==> src/rtl/tx_pkg.sv <==
// Shared framing constants, state type and default buffer depth for the TX framer.
package tx_pkg;

    localparam logic [6:0]  TX_START      = 7'h00;
    localparam logic [6:0]  TX_STOP       = 7'h7F;
    localparam int unsigned DEFAULT_DEPTH = 16;

    typedef enum logic [1:0] {
        ST_IDLE  = 2'd0,
        ST_START = 2'd1,
        ST_DATA  = 2'd2,
        ST_STOP  = 2'd3
    } tx_state_e;

endpackage

==> src/rtl/tx_fifo.sv <==
// Character buffer for the TX framer: power-of-two circular FIFO with
// wrapping pointers and an occupancy count one bit wider than the pointers.
module tx_fifo
    import tx_pkg::*;
#(
    parameter int unsigned DEPTH = DEFAULT_DEPTH
) (
    input  logic                     clk,
    input  logic                     reset,
    input  logic                     push,
    input  logic                     pop,
    input  logic [6:0]               din,
    output logic                     empty,
    output logic                     full,
    output logic [$clog2(DEPTH):0]   count,
    output logic [6:0]               dout
);

    localparam int unsigned AW = $clog2(DEPTH);
    localparam logic [AW:0] FULL_COUNT = (AW+1)'(DEPTH);

    logic [6:0]  mem_q [DEPTH];
    logic [AW-1:0] wr_ptr_q, wr_ptr_d;
    logic [AW-1:0] rd_ptr_q, rd_ptr_d;
    logic [AW:0]   count_q, count_d;
    logic          do_push, do_pop;

    assign empty = (count_q == '0);
    assign full  = (count_q == FULL_COUNT);
    assign count = count_q;
    assign dout  = mem_q[rd_ptr_q];

    always_comb begin
        do_push  = push && !full;
        do_pop   = pop && !empty;
        wr_ptr_d = wr_ptr_q;
        rd_ptr_d = rd_ptr_q;
        count_d  = count_q;
        if (do_push) wr_ptr_d = wr_ptr_q + 1'b1;
        if (do_pop)  rd_ptr_d = rd_ptr_q + 1'b1;
        if (do_push && !do_pop)      count_d = count_q + 1'b1;
        else if (do_pop && !do_push) count_d = count_q - 1'b1;
    end

    always_ff @(posedge clk) begin
        if (reset) begin
            wr_ptr_q <= '0;
            rd_ptr_q <= '0;
            count_q  <= '0;
        end else begin
            wr_ptr_q <= wr_ptr_d;
            rd_ptr_q <= rd_ptr_d;
            count_q  <= count_d;
        end
    end

    // Storage needs no reset: the pointers define what is valid.
    always_ff @(posedge clk) begin
        if (do_push && !reset) mem_q[wr_ptr_q] <= din;
    end

endmodule

==> src/rtl/tx_framer.sv <==
// Buffers CPU-written ASCII characters and, on flush, emits them as a frame
// START(00), data..., STOP(7F) on a registered 7-bit tx stream.
module tx_framer
    import tx_pkg::*;
#(
    parameter int unsigned DEPTH = DEFAULT_DEPTH
) (
    input  logic       clk,
    input  logic       reset,
    input  logic       wr_en,
    input  logic [6:0] wr_data,
    input  logic       flush,
    output logic       ready,
    output logic [6:0] tx,
    output logic       busy,
    output logic       err
);

    tx_state_e state_q, state_d;
    logic       flush_q, flush_d;
    logic       err_q, err_d;
    logic [6:0] tx_q, tx_d;

    logic                   fifo_push, fifo_pop;
    logic                   fifo_empty, fifo_full;
    logic [$clog2(DEPTH):0] fifo_count;
    logic [6:0]             fifo_dout;
    logic                   ready_int, wr_ok;

    tx_fifo #(.DEPTH(DEPTH)) u_fifo (
        .clk   (clk),
        .reset (reset),
        .push  (fifo_push),
        .pop   (fifo_pop),
        .din   (wr_data),
        .empty (fifo_empty),
        .full  (fifo_full),
        .count (fifo_count),
        .dout  (fifo_dout)
    );

    always_comb begin
        ready_int = !reset && (state_q == ST_IDLE) && !fifo_full && !flush_q;
        wr_ok     = wr_en && ready_int && (wr_data != TX_START) && (wr_data != TX_STOP);
        fifo_push = wr_ok;
        fifo_pop  = 1'b0;
        state_d   = state_q;
        flush_d   = flush_q;
        err_d     = err_q;
        tx_d      = TX_STOP;

        if (wr_en && !wr_ok) err_d = 1'b1;
        if (flush) begin
            if (!ready_int)                err_d   = 1'b1;
            else if (!fifo_empty || wr_ok) flush_d = 1'b1;
        end

        // tx_d is what tx shows while in state_d, so tx stays aligned with busy.
        case (state_q)
            ST_IDLE: begin
                if (flush_q) begin
                    state_d = ST_START;
                    flush_d = 1'b0;
                    tx_d    = TX_START;
                end
            end
            ST_START: begin
                state_d  = ST_DATA;
                fifo_pop = 1'b1;
                tx_d     = fifo_dout;
            end
            ST_DATA: begin
                if (fifo_count == '0) begin
                    state_d = ST_STOP;
                end else begin
                    fifo_pop = 1'b1;
                    tx_d     = fifo_dout;
                end
            end
            ST_STOP: begin
                state_d = ST_IDLE;
            end
        endcase
    end

    always_ff @(posedge clk) begin
        if (reset) begin
            state_q <= ST_IDLE;
            flush_q <= 1'b0;
            err_q   <= 1'b0;
            tx_q    <= TX_STOP;
        end else begin
            state_q <= state_d;
            flush_q <= flush_d;
            err_q   <= err_d;
            tx_q    <= tx_d;
        end
    end

    assign ready = ready_int;
    assign tx    = tx_q;
    assign busy  = (state_q != ST_IDLE);
    assign err   = err_q;

endmodule

==> config.mk <==
export PLATFORM = sky130hd
export DESIGN_NAME = tx_framer
export DESIGN_NICKNAME = d
export VERILOG_FILES = /design/src/rtl/tx_pkg.sv /design/src/rtl/tx_fifo.sv /design/src/rtl/tx_framer.sv
export SDC_FILE = /design/constraint.sdc
export NUM_CORES = 1
export LEC_CHECK = 0
export CELL_PAD_IN_SITES_DETAIL_PLACEMENT = 1
export CELL_PAD_IN_SITES_GLOBAL_PLACEMENT = 1
export CORE_MARGIN = 2
export CORE_UTILIZATION = 52
export DETAILED_ROUTE_END_ITERATION = 8
export PLACE_DENSITY_LB_ADDON = 0.1
export SETUP_SLACK_MARGIN = 0.1
export SLEW_MARGIN = 25
export SYNTH_ARGS = -nofsm -noshare
export SYNTH_HDL_FRONTEND = slang
export SYNTH_HIERARCHICAL = 1
export SYNTH_SLANG_ARGS = --single-unit
==> constraint.sdc <==
create_clock -name clk -period 4.35 [get_ports clk]
set_clock_uncertainty 0.15 [all_clocks]
set_input_delay 0.87 -clock clk [delete_from_list [all_inputs] [get_ports clk]]
set_output_delay 0.87 -clock clk [all_outputs]
set_load 0.005 [all_outputs]
Yosys cells after proc, flatten, opt, wreduce, memory -nomap -nowiden
Memory sizes are Yosys's and may differ from the RTL's. A register that Yosys moved wholly into a read port is not among the register bits. Cells that the tools add are included.

Register bits after elaboration: 24. Bits in writable memories: 112. Input bits: 11. Output and inout port bits: 10. Memories kept: 1.

Add/subtract/negate cells: 4. Eq/ne operators: 7. Mux-type cells: 22. Reduce and logical (&&, ||, !) cells: 26.

Memories: u_fifo.mem_q (words 16, bits a word 7, read ports 1, clocked after memory_dff 1, wr ports 1, line tx_fifo.sv:22) `logic [6:0] mem_q [DEPTH];`.

Operators by type and width (number): $pmux 7 s3 (1); $mux 7 (2); $logic_and 1x1->1 (12); $mux 1 (11); $mux 5 (2); $add 4x1->4 const B (2); $mux 4 (2); $pmux 2 s4 (1); $logic_not 1->1 (7); $ne 7x7->1 const B (1); $reduce_bool 7->1 (1); $add 5x1->5 const B (1); $eq 5x5->1 const B (1); $logic_not 5->1 (1); $sub 5x1->5 const B (1); $eq 2x2->1 const B (2); $mux 2 (2); $reduce_bool 2->1 (2); $eq 2x1->1 const B (1); $logic_not 2->1 (1); $ne 2x1->1 const B (1); $ne 2x2->1 const B (1); $pmux 1 s2 (1); $reduce_and 2->1 (1); $logic_or 1x1->1 (1).

Depth between registers and ports, before layout
Gate-level depths: netlist (run 1).

Depth after elaboration: 13. Depth in mapped cells: 15.

Hierarchy
The synthesis (run 1) kept the hierarchy.

Modules (own cells, without submodules): tx_fifo (instances 1, cells each 284, area each 5131.2 um2, seq. area each 3703.6 um2); tx_framer (instances 1, cells each 58, area each 560.5 um2, seq. area each 220.2 um2).

Worst setup path before layout (run 1)
OpenSTA, ideal clock, no wires.

Path kind: input-to-reg. From: input port wr_data[3]. To: register u_fifo.count_q[4] (netlist: u_fifo/count[4]). Setup time: 121 ps. Data arrival time: 3229 ps. Data required time: 4079 ps. Setup slack: 850 ps. Cell stages on the path: 12. Buffers on the path: 1. Cells stage by stage: or4_4 -> nor4_4 -> nor2_2 -> o21a_1 -> buf_6 -> ha_1 -> inv_1 -> ha_1 -> a21oi_1 -> a211oi_1 -> a31oi_1 -> mux2_2.

Cells in the longest elaborated chain, start to end: 7.

RTL lines: start: declaration (line tx_framer.sv:11) `input logic [6:0] wr_data,`; $reduce_bool 7->1 (line tx_framer.sv:44) `wr_ok = wr_en && ready_int && (wr_data != TX_START) && (wr_data != TX_STOP);`; $logic_and 1x1->1 (line tx_framer.sv:44); $logic_and 1x1->1 * (line tx_framer.sv:44); named net fifo_push (line tx_framer.sv:24) `logic fifo_push, fifo_pop;`; $logic_and 1x1->1 * (line tx_fifo.sv:34) `do_push = push && !full;`; named net u_fifo.do_push (line tx_fifo.sv:26) `logic do_push, do_pop;`; $logic_not 1->1 (line tx_fifo.sv:42) `else if (do_pop && !do_push) count_d = count_q - 1'b1;`; $logic_and 1x1->1 (line tx_fifo.sv:42); $reduce_bool 2->1 (no line); end signal: assignment (line tx_fifo.sv:53) `count_q <= count_d;`; end: declaration (line tx_fifo.sv:25) `logic [AW:0] count_q, count_d;`.

The timed path passes the listed nets; every way through them passes the cells marked *. A chain may end at the register's enable or synchronous reset.

Worst setup path after layout (run 1)
From: input port wr_data[4]. To: register u_fifo.count_q[4] (netlist: u_fifo/count[4]).

Cells in the longest elaborated chain, start to end: 7.

RTL lines (line): $reduce_bool 7->1 (tx_framer.sv:44); $logic_and 1x1->1 (tx_framer.sv:44); $logic_and 1x1->1 * (tx_framer.sv:44); named net fifo_push (tx_framer.sv:24); $logic_and 1x1->1 * (tx_fifo.sv:34); $logic_not 1->1 (tx_fifo.sv:42); $logic_and 1x1->1 (tx_fifo.sv:42); $reduce_bool 2->1 (no line).

Marks and branches as above.

==> results of run 1 <==
-- power groups by stage --
stage | Clock, mW | Sequential [mW] | Combinational, mW
finish | 1.64 | 1.60 | 0.671
global route | 1.71 | 1.62 | 0.732
CTS | 1.65 | 1.60 | 0.671
detailed placement | 0 | 1.63 | 0.649
global placement | 0 | 1.62 | 0.622
floorplan | 0 | 1.60 | 0.451
-- flip-flops by register name, indices dropped and copies added (netlist names), named ones only --
| register | count |
|---|---|
| flush_q | 1 |
| err | 1 |
| u_fifo/count | 5 |
| state_q | 2 |
| tx | 7 |
| u_fifo/rd_ptr_q | 4 |
| u_fifo/mem_q | 112 |
| u_fifo/wr_ptr_q | 4 |
-- metrics by stage --
stage / power, mW / hold WS (ps)
CTS: 3.93 / 360
finish: 3.91 / 358
global route: 4.06 / 385
global placement: 2.25 / 343
detailed placement: 2.28 / 345
floorplan: 2.05 / 335
-- per-layer routing --
layer	vias to the layer above	track usage, %	share of wire (%)
met2	117	41.2	51
met5	-	0	0
met1	1673	33.5	42
li1	1404	-	-
met3	20	6.69	5.7
met4	0	9.80	1.6
-- final cells by class --
class	count	area share (%)
Sequential cell	140	58.0
Multi-Input combinational cell	177	24.5
Clock buffer	18	6.18
Timing Repair Buffer	34	4.51
Clock inverter	14	3.66
Tap cell	140	2.59
Inverter	10	0.555
-- layout by cell type, fill, tap and decap left out, types with 2 or more instances in the layout --
cell,Yosys,layout
a22oi_1,14,14
mux2i_1,3,3
clkdlybuf4s50_1,0,20
xnor2_1,2,2
edfxtp_1,112,112
nand2_1,13,13
buf_4,0,14
nor2_1,39,39
or3_1,2,2
clkinv_2,0,2
bufinv_16,0,7
mux4_2,28,28
nand2b_1,2,2
inv_1,10,10
ha_1,14,14
o211ai_1,3,3
clkbuf_16,0,16
or4_4,2,2
dfxtp_1,28,27
xor2_1,5,5
nand3_1,3,3
a21oi_1,8,8
clkinv_1,0,3
nor3_1,2,2
a21o_1,9,9
nor2b_1,4,4
o21ai_2,2,2
-- cells in the mapped netlist, drive strengths merged --
master,count
inv,10
xnor2,2
or3,2
nor4,2
fa,1
or2,1
a211oi,1
edfxtp,112
nand2b,2
mux2i,3
nor4b,1
o31a,1
dfxtp,28
a31oi,1
a22oi,14
o211ai,4
o21ai,3
nor3,2
nand3,3
nor4bb,1
o21a,1
and2,1
ha,14
a21o,9
nand4,2
nor2b,4
or4,3
nand2,13
buf,5
a21boi,1
a21oi,8
mux2,2
mux4,28
a2111o,1
nor2,40
clkbuf,10
and3,1
xor2,5
-- cells by family (layout without fill, tap and decap cells) --
kind of cell    after synthesis  after routing
compound gates               44             44
xor+xnor                      7              7
fa+ha+maj                    15             15
buf+inv                      25             76
flops                       140            140
mux                          33             33
simple gates                 78             78
-- worst reg2reg max path, stage by stage, from the launching register on --
cell and delay, ps:
dfxtp_1 300, buf_4 160, or4_4 580, nor2_1 220
nor4b_2 110, o211ai_1 130, nor2_2 70, o21a_1 140
ha_1 230, inv_1 170, ha_1 300, a21oi_1 220
a211oi_1 100, a31oi_1 190, mux2_2 360
-- final timing paths --
kind	startpoint	endpoint	slack, ps	cells after the start
setup / recovery	wr_data[4]	u_fifo/count[4]	730	12
hold / removal	err	err	360	2
setup reg to reg	u_fifo/count[1]	u_fifo/count[4]	830	14
hold reg to reg	err	err	360	2
==> metrics.txt, run 1 <==
first-pass GRT wire length 20800 um; final hold viol count 0; Root Buffer clkbuf_8; Worst Tran Pin Value 1010 ps; initial antenna violation count 0; RSZ-0062 raised after global routing no; vias per inst 6.03; IO buf count 20; Synth area leaders edfxtp_1, mux4_2, dfxtp_1; Req. time, crit path approximately 4600 ps; Post-Syn Instances ~340; worst path cell trace clkdlybuf4s50_1, or4_4, nor4_4, nor2_2, o21a_1, ha_1, inv_1, ha_1, a21oi_1, a211oi_1, a31oi_1, mux2_2; diode count 0; Worst Path Arrival around 3900 ps; Total GRT Usage between 20% and 30%; clock-pin transition on the worst setup and hold timing paths around 60 ps; Avg WL per Cell 25.8 um; post-CTS sizing 0; Post-CTS Repair Setup Buffers 0; grt ovf 0; CP bufs+invs 2; Max-Cap Viols 0; clock buffer count from CTS 17; Synth Area in XOR/XNOR 1.08%; H-tree lvl count 4; Yosys top cell area share 59.1%; DP Worst Slack between 200 and 250 ps; cell repeated most along the worst path ha_1; P per Cell Area 578 mW/mm^2; fin util between 60% and 70%; Max Root-Sink Buffers 2; fillers slightly below 1000; status finished, final reports clean; final instance area 0.00677 mm^2; Top Family by Delay on Critical Path simple AND/OR/NAND/NOR gates; setup TNS 0 ps; via count 3214; fin crit share 83.2%; post-synthesis mux area share 12.0%; Die Wd between 100 and 150 um; Die H approximately 110 um; CTS tree built; Slew Limit Fails 0; minimum clock period 3620 ps; antenna-violating nets left 0; compound-gate portion of the synthesized area 5.61%; I/O pins 21; Initial Util around 53%; clk_lat worst skew 530 ps; count of unique library cells instantiated by Yosys 46; largest net degree at the start of global routing 29; largest family of logic cells by synthesized area multiplexers; Area growth, synth to finish 18.9%; row cnt 38; YS warnings 6; CP max stage delay around 570 ps; share of power burned in registers 40.9%; syn_area_per_cell 16.6 um^2; Pre-antenna DRT Iters 4; critical path endpoint category flip-flop; FMAX 276 MHz; vias in the first global route 3474; cell taking the most area after synthesis edfxtp_1; Post-Syn Nets between 300 and 400; sequential standard cell area 0.00393 mm^2; Core ar. 0.0107 mm^2; kind of start point of the critical path input port; post-route DRC violation count 0; LEAKAGE 2.31 nW; switching share of total power 24.9%; Power Internal 2.94 mW; crit path max fanout 5; clk sinks 140; final worst slack 729 ps; Cell Area, Synth 0.00569 mm^2; Post-DP Area between 0.006 and 0.007 mm^2; Worst IR Drop VDD around 390 uV; # setup viols final 0; Routed WL around 14000 um; dpl cells roughly 500; critical path start-end classification in -> reg; Hold WC Path Type reg -> reg; multi-input logic area 0.00166 mm^2; Gate power share 17.2%; Die ar. 0.0118 mm^2; sequential-to-total area share from yosys stat between 60% and 70%; layout net count 406; post-DP HPWL 8690 um; post-cts hold buffer count 0; simple-gate area share of the yosys netlist 6.97%; GP Congestion 0.782; post-synthesis adder-cell area fraction 3.43%; layout cells sized above 1 20.9%; Yosys reg bits 140; final non-filler cell total around 530; Clock Power Share a little over two fifths; Slew headroom 32.3%; 1st-iter DRT viols 267; switching pwr a little under 1 mW; CP max stage cell or4_4
(Power assumes the default switching activity.)
==> inputs of run 2 (changes only) <==
CORE_UTILIZATION = 47   (was 52)
clock period = 3.3 ns   (was 4.35 ns; I/O delays follow)
==> run 2 against run 1 <==
Compared with the run above:
- die area grew 10%
- via count shrank 1.4%
- count of clock-buffer cells in the layout grew 6
- critical path depth shrank 1
- design area grew 4.3%
- worst setup slack lost 470 ps
- combinational power grew 59%
- utilization shrank 3.7 points
- power grew 32%
- clock power grew 21%
- non-clock buffer count grew 29
- hold slack gained 21 ps
==> metrics.txt, run 2 (same netlist as run 1, synthesis figures left out) <==
status finished, final reports clean; minimum clock period 3040 ps; clock-pin transition on the worst setup and hold timing paths 60 ps (about the same); Core ar. 0.0119 mm^2 (+11%); CTS tree built; Worst IR Drop VDD 463 uV (+18%); clock buffer count from CTS 17 (unchanged); R2R setup slack 260 ps (-570 ps); clk_lat worst skew 430 ps (-100 ps); # setup viols final 0 (unchanged); kind of start point of the critical path flip-flop; Pre-antenna DRT Iters 4 (unchanged); via count 3168 (-1.4%); layout cells sized above 1 28.7% (+7.8 points); Die H 114 um (+5.0%); final non-filler cell total 569 (+6.8%); Worst Path Arrival 3200 ps (-690 ps); Routed WL 13000 um (-6.0%); Root Buffer clkbuf_16; cell repeated most along the worst path o21ai_2; vias in the first global route 3468 (-0.17%); Req. time, crit path 3460 ps (-1160 ps); final hold viol count 0 (unchanged); Avg WL per Cell 22.8 um (-12%); antenna-violating nets left 0 (unchanged); RSZ-0062 raised after global routing no; initial antenna violation count 0 (unchanged); worst path cell trace or4_1, o21ai_2, a21boi_1, o21ai_2, ha_4, inv_4, fa_1, nand3_1, a211oi_1, a31oi_1, mux2_2; Max-Cap Viols 0 (unchanged); clk sinks 140 (unchanged); CP max stage cell or4_1; Max Root-Sink Buffers 2 (unchanged); Slew headroom 57.1% (+25 points); met3 global-route usage 6.75% (+0.054 points); FMAX 329 MHz; Most Used Layer, Global Route met2; Die ar. 0.0130 mm^2 (+10%); max FFs per register 112 (unchanged); dpl cells 537 (+7.2%); critical path start-end classification reg -> reg; Worst Tran Pin Value 642 ps (-370 ps); most common cell after layout, fill and taps aside edfxtp_1; 1st-iter DRT viols 261 (-2.2%); P per Cell Area 730 mW/mm^2 (+26%); critical path endpoint category flip-flop; Initial Util 47.8% (-5.2 points); Slew Limit Fails 0 (unchanged); Total GRT Usage 22.1% (-3.4 points); post-DP HPWL 8700 um (+0.14%); Area growth, synth to finish 24.0%; Design Power 5.15 mW (+32%); H-tree lvl count 4 (unchanged); CP max stage delay 570 ps (about the same); post-route DRC violation count 0 (unchanged); layout net count 435 (+7.1%); M2 GR Usage 36.2% (-5.0 points); Die Wd 114 um (+5.0%); commonest cells after routing, fill and taps aside edfxtp_1, nor2_1, buf_4; GP Congestion 0.733 (-6.3%); largest net degree at the start of global routing 29 (unchanged); Hold WC Path Type reg -> reg; met1 Resource Use GR 29.0% (-4.5 points); Top reg by flops u_fifo/mem_q; vias per inst 5.57 (-7.7%); grt ovf 0 (unchanged); IO buf count 20 (unchanged); diode count 0 (unchanged); DP Worst Slack -407 ps (-618 ps); LEAKAGE 2.51 nW (+8.7%); row cnt 40 (+5.3%); final worst slack 261 ps (-469 ps); fin crit share 92.1%; first-pass GRT wire length 20500 um (-1.8%); I/O pins 21 (unchanged); crit path max fanout 5 (unchanged)
## run 2: cell count changes in the layout (fill, tap and decap cells not counted), sizes merged
cell | previous run | this run
clkbuf | 18 | 24
clkdlybuf4s50 | 20 | 15
dlymetal6s2s | 0 | 5
clkinv | 6 | 4
buf | 14 | 43
bufinv | 7 | 4
clkinvlp | 1 | 0
## run 2: area by class of cell
| cell class | count | area (um^2) |
|---|---|---|
| fillers | 1100 | 4850 |
| clock inverters | 8 | 139 |
| inverters | 10 | 40.0 |
| flip-flops and latches | 140 | 3930 |
| multi-input cells | 177 | 1710 |
| repair buffers | 63 | 581 |
| clock buffers | 24 | 472 |
| well taps | 147 | 184 |
## run 2: worst paths after layout
| path | startpoint | endpoint | cells after the start |
|---|---|---|---|
| max | u_fifo/count[0] | u_fifo/count[4] | 11 |
| min | err | err | 2 |
| max reg2reg | u_fifo/count[0] | u_fifo/count[4] | 11 |
| min reg2reg | err | err | 2 |
## run 2: stage by stage
step	utilization, %	area [um^2]	hold slack (ps)	setup TNS (ps)
6_report	59.3	7060	379	0
5_1_grt	59.3	7060	405	0
4_1_cts	58.8	7010	383	0
3_5_place_dp	53.6	6390	373	-1000
3_3_place_gp	53.6	6390	350	-806
2_1_floorplan	-	5720	335	0
## run 2: power by group
part | leakage [nW] | internal, mW | switching, mW
clock network | 0.300 | 1.30 | 0.685
registers | 1.24 | 2.01 | 0.0913
logic | 0.975 | 0.565 | 0.501
total | 2.51 | 3.87 | 1.28
## run 2: routing by layer
layer	share of wire [%]	wire (um)
met4	1.3	169
met1	44	5730
met3	4.1	526
met2	50	6520
met5	0	0
## run 2: critical path: cells and delay by family (launching register included)
| kind | cells | cell delay, ps |
|---|---|---|
| compound gates | 5 | 730 |
| simple gates | 2 | 700 |
| fa+ha+maj | 2 | 590 |
| flops | 1 | 350 |
| mux | 1 | 350 |
| buf+inv | 1 | 50 |
## run 2: timing repair
action,CTS,global route
setup buffers,0,0
pin swaps,0,4
endpoints found under the setup margin,2,3
hold buffers,0,0
gates resized for setup,2,15
==> inputs of run 3 (changes only) <==
clock period = 2.45 ns   (was 3.3 ns; I/O delays follow)
==> run 3 against run 2 <==
Compared with the run above:
- the run now ends with negative setup slack left
- sequential power rose by 33%
- via count up 5.0%
- worst setup slack got worse by 820 ps
- sequential share of layout area down 3.2 points
- design area rose by 6.3%
- wire length increased by 6.1%
- register-to-register slack worse by 820 ps
- combinational power up 79%
- global-route usage increased by 1.1 points
- power increased by 37%
- critical path depth up 2
==> metrics.txt, run 3 (same netlist as run 1, synthesis figures left out) <==
layout cells sized above 1 39.9% (+11 points); FMAX 332 MHz (+0.86%); clock buffer count from CTS 17 (unchanged); cell repeated most along the worst path ha_4; via count 3325 (+5.0%); vias per inst 5.61 (+0.71%); status finished, violations left; failing checks negative setup slack; Max-Cap Viols 0 (unchanged); Initial Util 47.8% (unchanged); commonest cells after routing, fill and taps aside edfxtp_1, buf_4, mux4_2; # setup viols final 96 (+96); Area growth, synth to finish 31.8%; P per Cell Area 938 mW/mm^2 (+29%); dpl cells 544 (+1.3%); initial antenna violation count 0 (unchanged); clk sinks 140 (unchanged); critical path start-end classification reg -> reg; critical path endpoint category flip-flop; Die ar. 0.0130 mm^2 (unchanged); final worst slack -564 ps (-824 ps); Worst Path Arrival 3160 ps (-40 ps); layout net count 459 (+5.5%); final hold viol count 0 (unchanged); GP Congestion 0.755 (+3.0%); Slew headroom 60.0% (+2.8 points); Routed WL 13700 um (+6.1%); CTS tree built; kind of start point of the critical path flip-flop; post-route DRC violation count 0 (unchanged); clk_lat worst skew 410 ps (-20 ps); Root Buffer clkbuf_16; clock-pin transition on the worst setup and hold timing paths 60 ps (about the same); Pre-antenna DRT Iters 4 (unchanged); Worst IR Drop VDD 540 uV (+17%); post-cts hold buffer count 0 (unchanged); Top reg by flops u_fifo/mem_q; sequential standard cell area 0.00394 mm^2 (+0.16%); final non-filler cell total 593 (+4.2%); worst path cell trace or4_4, nor2_4, nor4b_4, o211ai_1, nor2_2, o21a_1, ha_4, inv_8, ha_4, a21oi_2, a211oi_1, a31oi_1, mux2_2; fillers 1082 (-1.6%); most common cell after layout, fill and taps aside edfxtp_1; LEAKAGE 2.62 nW (+4.3%); grt ovf 0 (unchanged); I/O pins 21 (unchanged); Worst Tran Pin Value 599 ps (-42.6 ps); row cnt 40 (unchanged); post-DP HPWL 9150 um (+5.1%); fin crit share 123% (+31 points); multi-input logic area 0.00191 mm^2 (+12%); crit path max fanout 5 (unchanged); Hold WC Path Type reg -> reg; RSZ-0062 raised after global routing yes; max FFs per register 112 (unchanged); largest net degree at the start of global routing 29 (unchanged); Core ar. 0.0119 mm^2 (unchanged); antenna-violating nets left 0 (unchanged); vias in the first global route 3694 (+6.5%); 1st-iter DRT viols 231 (-11%); Total GRT Usage 23.2% (+1.1 points); CP max stage cell or4_4; CP max stage delay 550 ps (-20 ps); IO buf count 20 (unchanged); Slew Limit Fails 0 (unchanged); R2R setup slack -560 ps (-820 ps); minimum clock period 3010 ps (-25.9 ps); H-tree lvl count 4 (unchanged); Max Root-Sink Buffers 2 (unchanged); Avg WL per Cell 23.2 um (+1.8%); Req. time, crit path 2600 ps (-860 ps); Die Wd 114 um (unchanged); Post-DP Area 0.00661 mm^2 (+3.5%); diode count 0 (unchanged); first-pass GRT wire length 21500 um (+5.1%); final instance area 0.00750 mm^2 (+6.3%); Die H 114 um (unchanged)
[run 3: path summary, 6_finish.rpt]
check | to | cells past startpoint | startpoint
hold reg to reg | err | 2 | err
setup / recovery | u_fifo/count[4] | 13 | u_fifo/count[1]
setup reg to reg | u_fifo/count[4] | 13 | u_fifo/count[1]
hold / removal | err | 2 | err
[run 3: layout make-up]
| type | instances | area share [%] |
|---|---|---|
| flip-flops and latches | 140 | 52.5 |
| multi-input cells | 177 | 25.5 |
| repair buffers | 87 | 11.6 |
| clock buffers | 22 | 6.47 |
| well taps | 147 | 2.45 |
| clock inverters | 10 | 0.867 |
| inverters | 10 | 0.601 |
[run 3: where the power goes]
part	internal, mW	switching, mW
clock network	1.40	0.940
logic	1.01	0.893
registers	2.71	0.0735
[run 3: layer usage]
layer / vias to the layer above / track usage [%] / wire [um]
met5: - / 0 / 0
met4: 0 / 7.40 / 185
met3: 17 / 5.90 / 744
met2: 93 / 38.8 / 7050
met1: 1708 / 29.9 / 5770
li1: 1507 / - / -
[run 3: metrics by stage]
stage | hold slack [ps] | power (mW) | worst slack, ps | util [%] | setup TNS [ps]
finish | 378 | 7.03 | -564 | 63.0 | -11360
global route | 456 | 7.35 | -659 | 63.0 | -22330
CTS | 385 | 7.02 | -520 | 62.3 | -6170
detailed placement | 371 | 4.51 | -1040 | 55.5 | -66950
global placement | 344 | 4.45 | -958 | 55.5 | -61170
floorplan | 335 | 3.80 | -580 | - | -2850
[run 3: worst max-delay path, delay by kind of cell (launching register included)]
kind	cells	cell delay [ps]
and+or+nand+nor	4	870
buffers and inverters	1	80
AOI/OAI and AO/OA	5	720
muxes	1	350
DFF	1	340
adders and majority gates	2	400
[run 3: timing repair]
action / in CTS / in global routing
gates resized for setup: 32 / 8
endpoints found under the hold margin: 0 / 0
setup buffers: 16 / 3
setup endpoints to repair: 120 / 119
pin swaps: 14 / 3
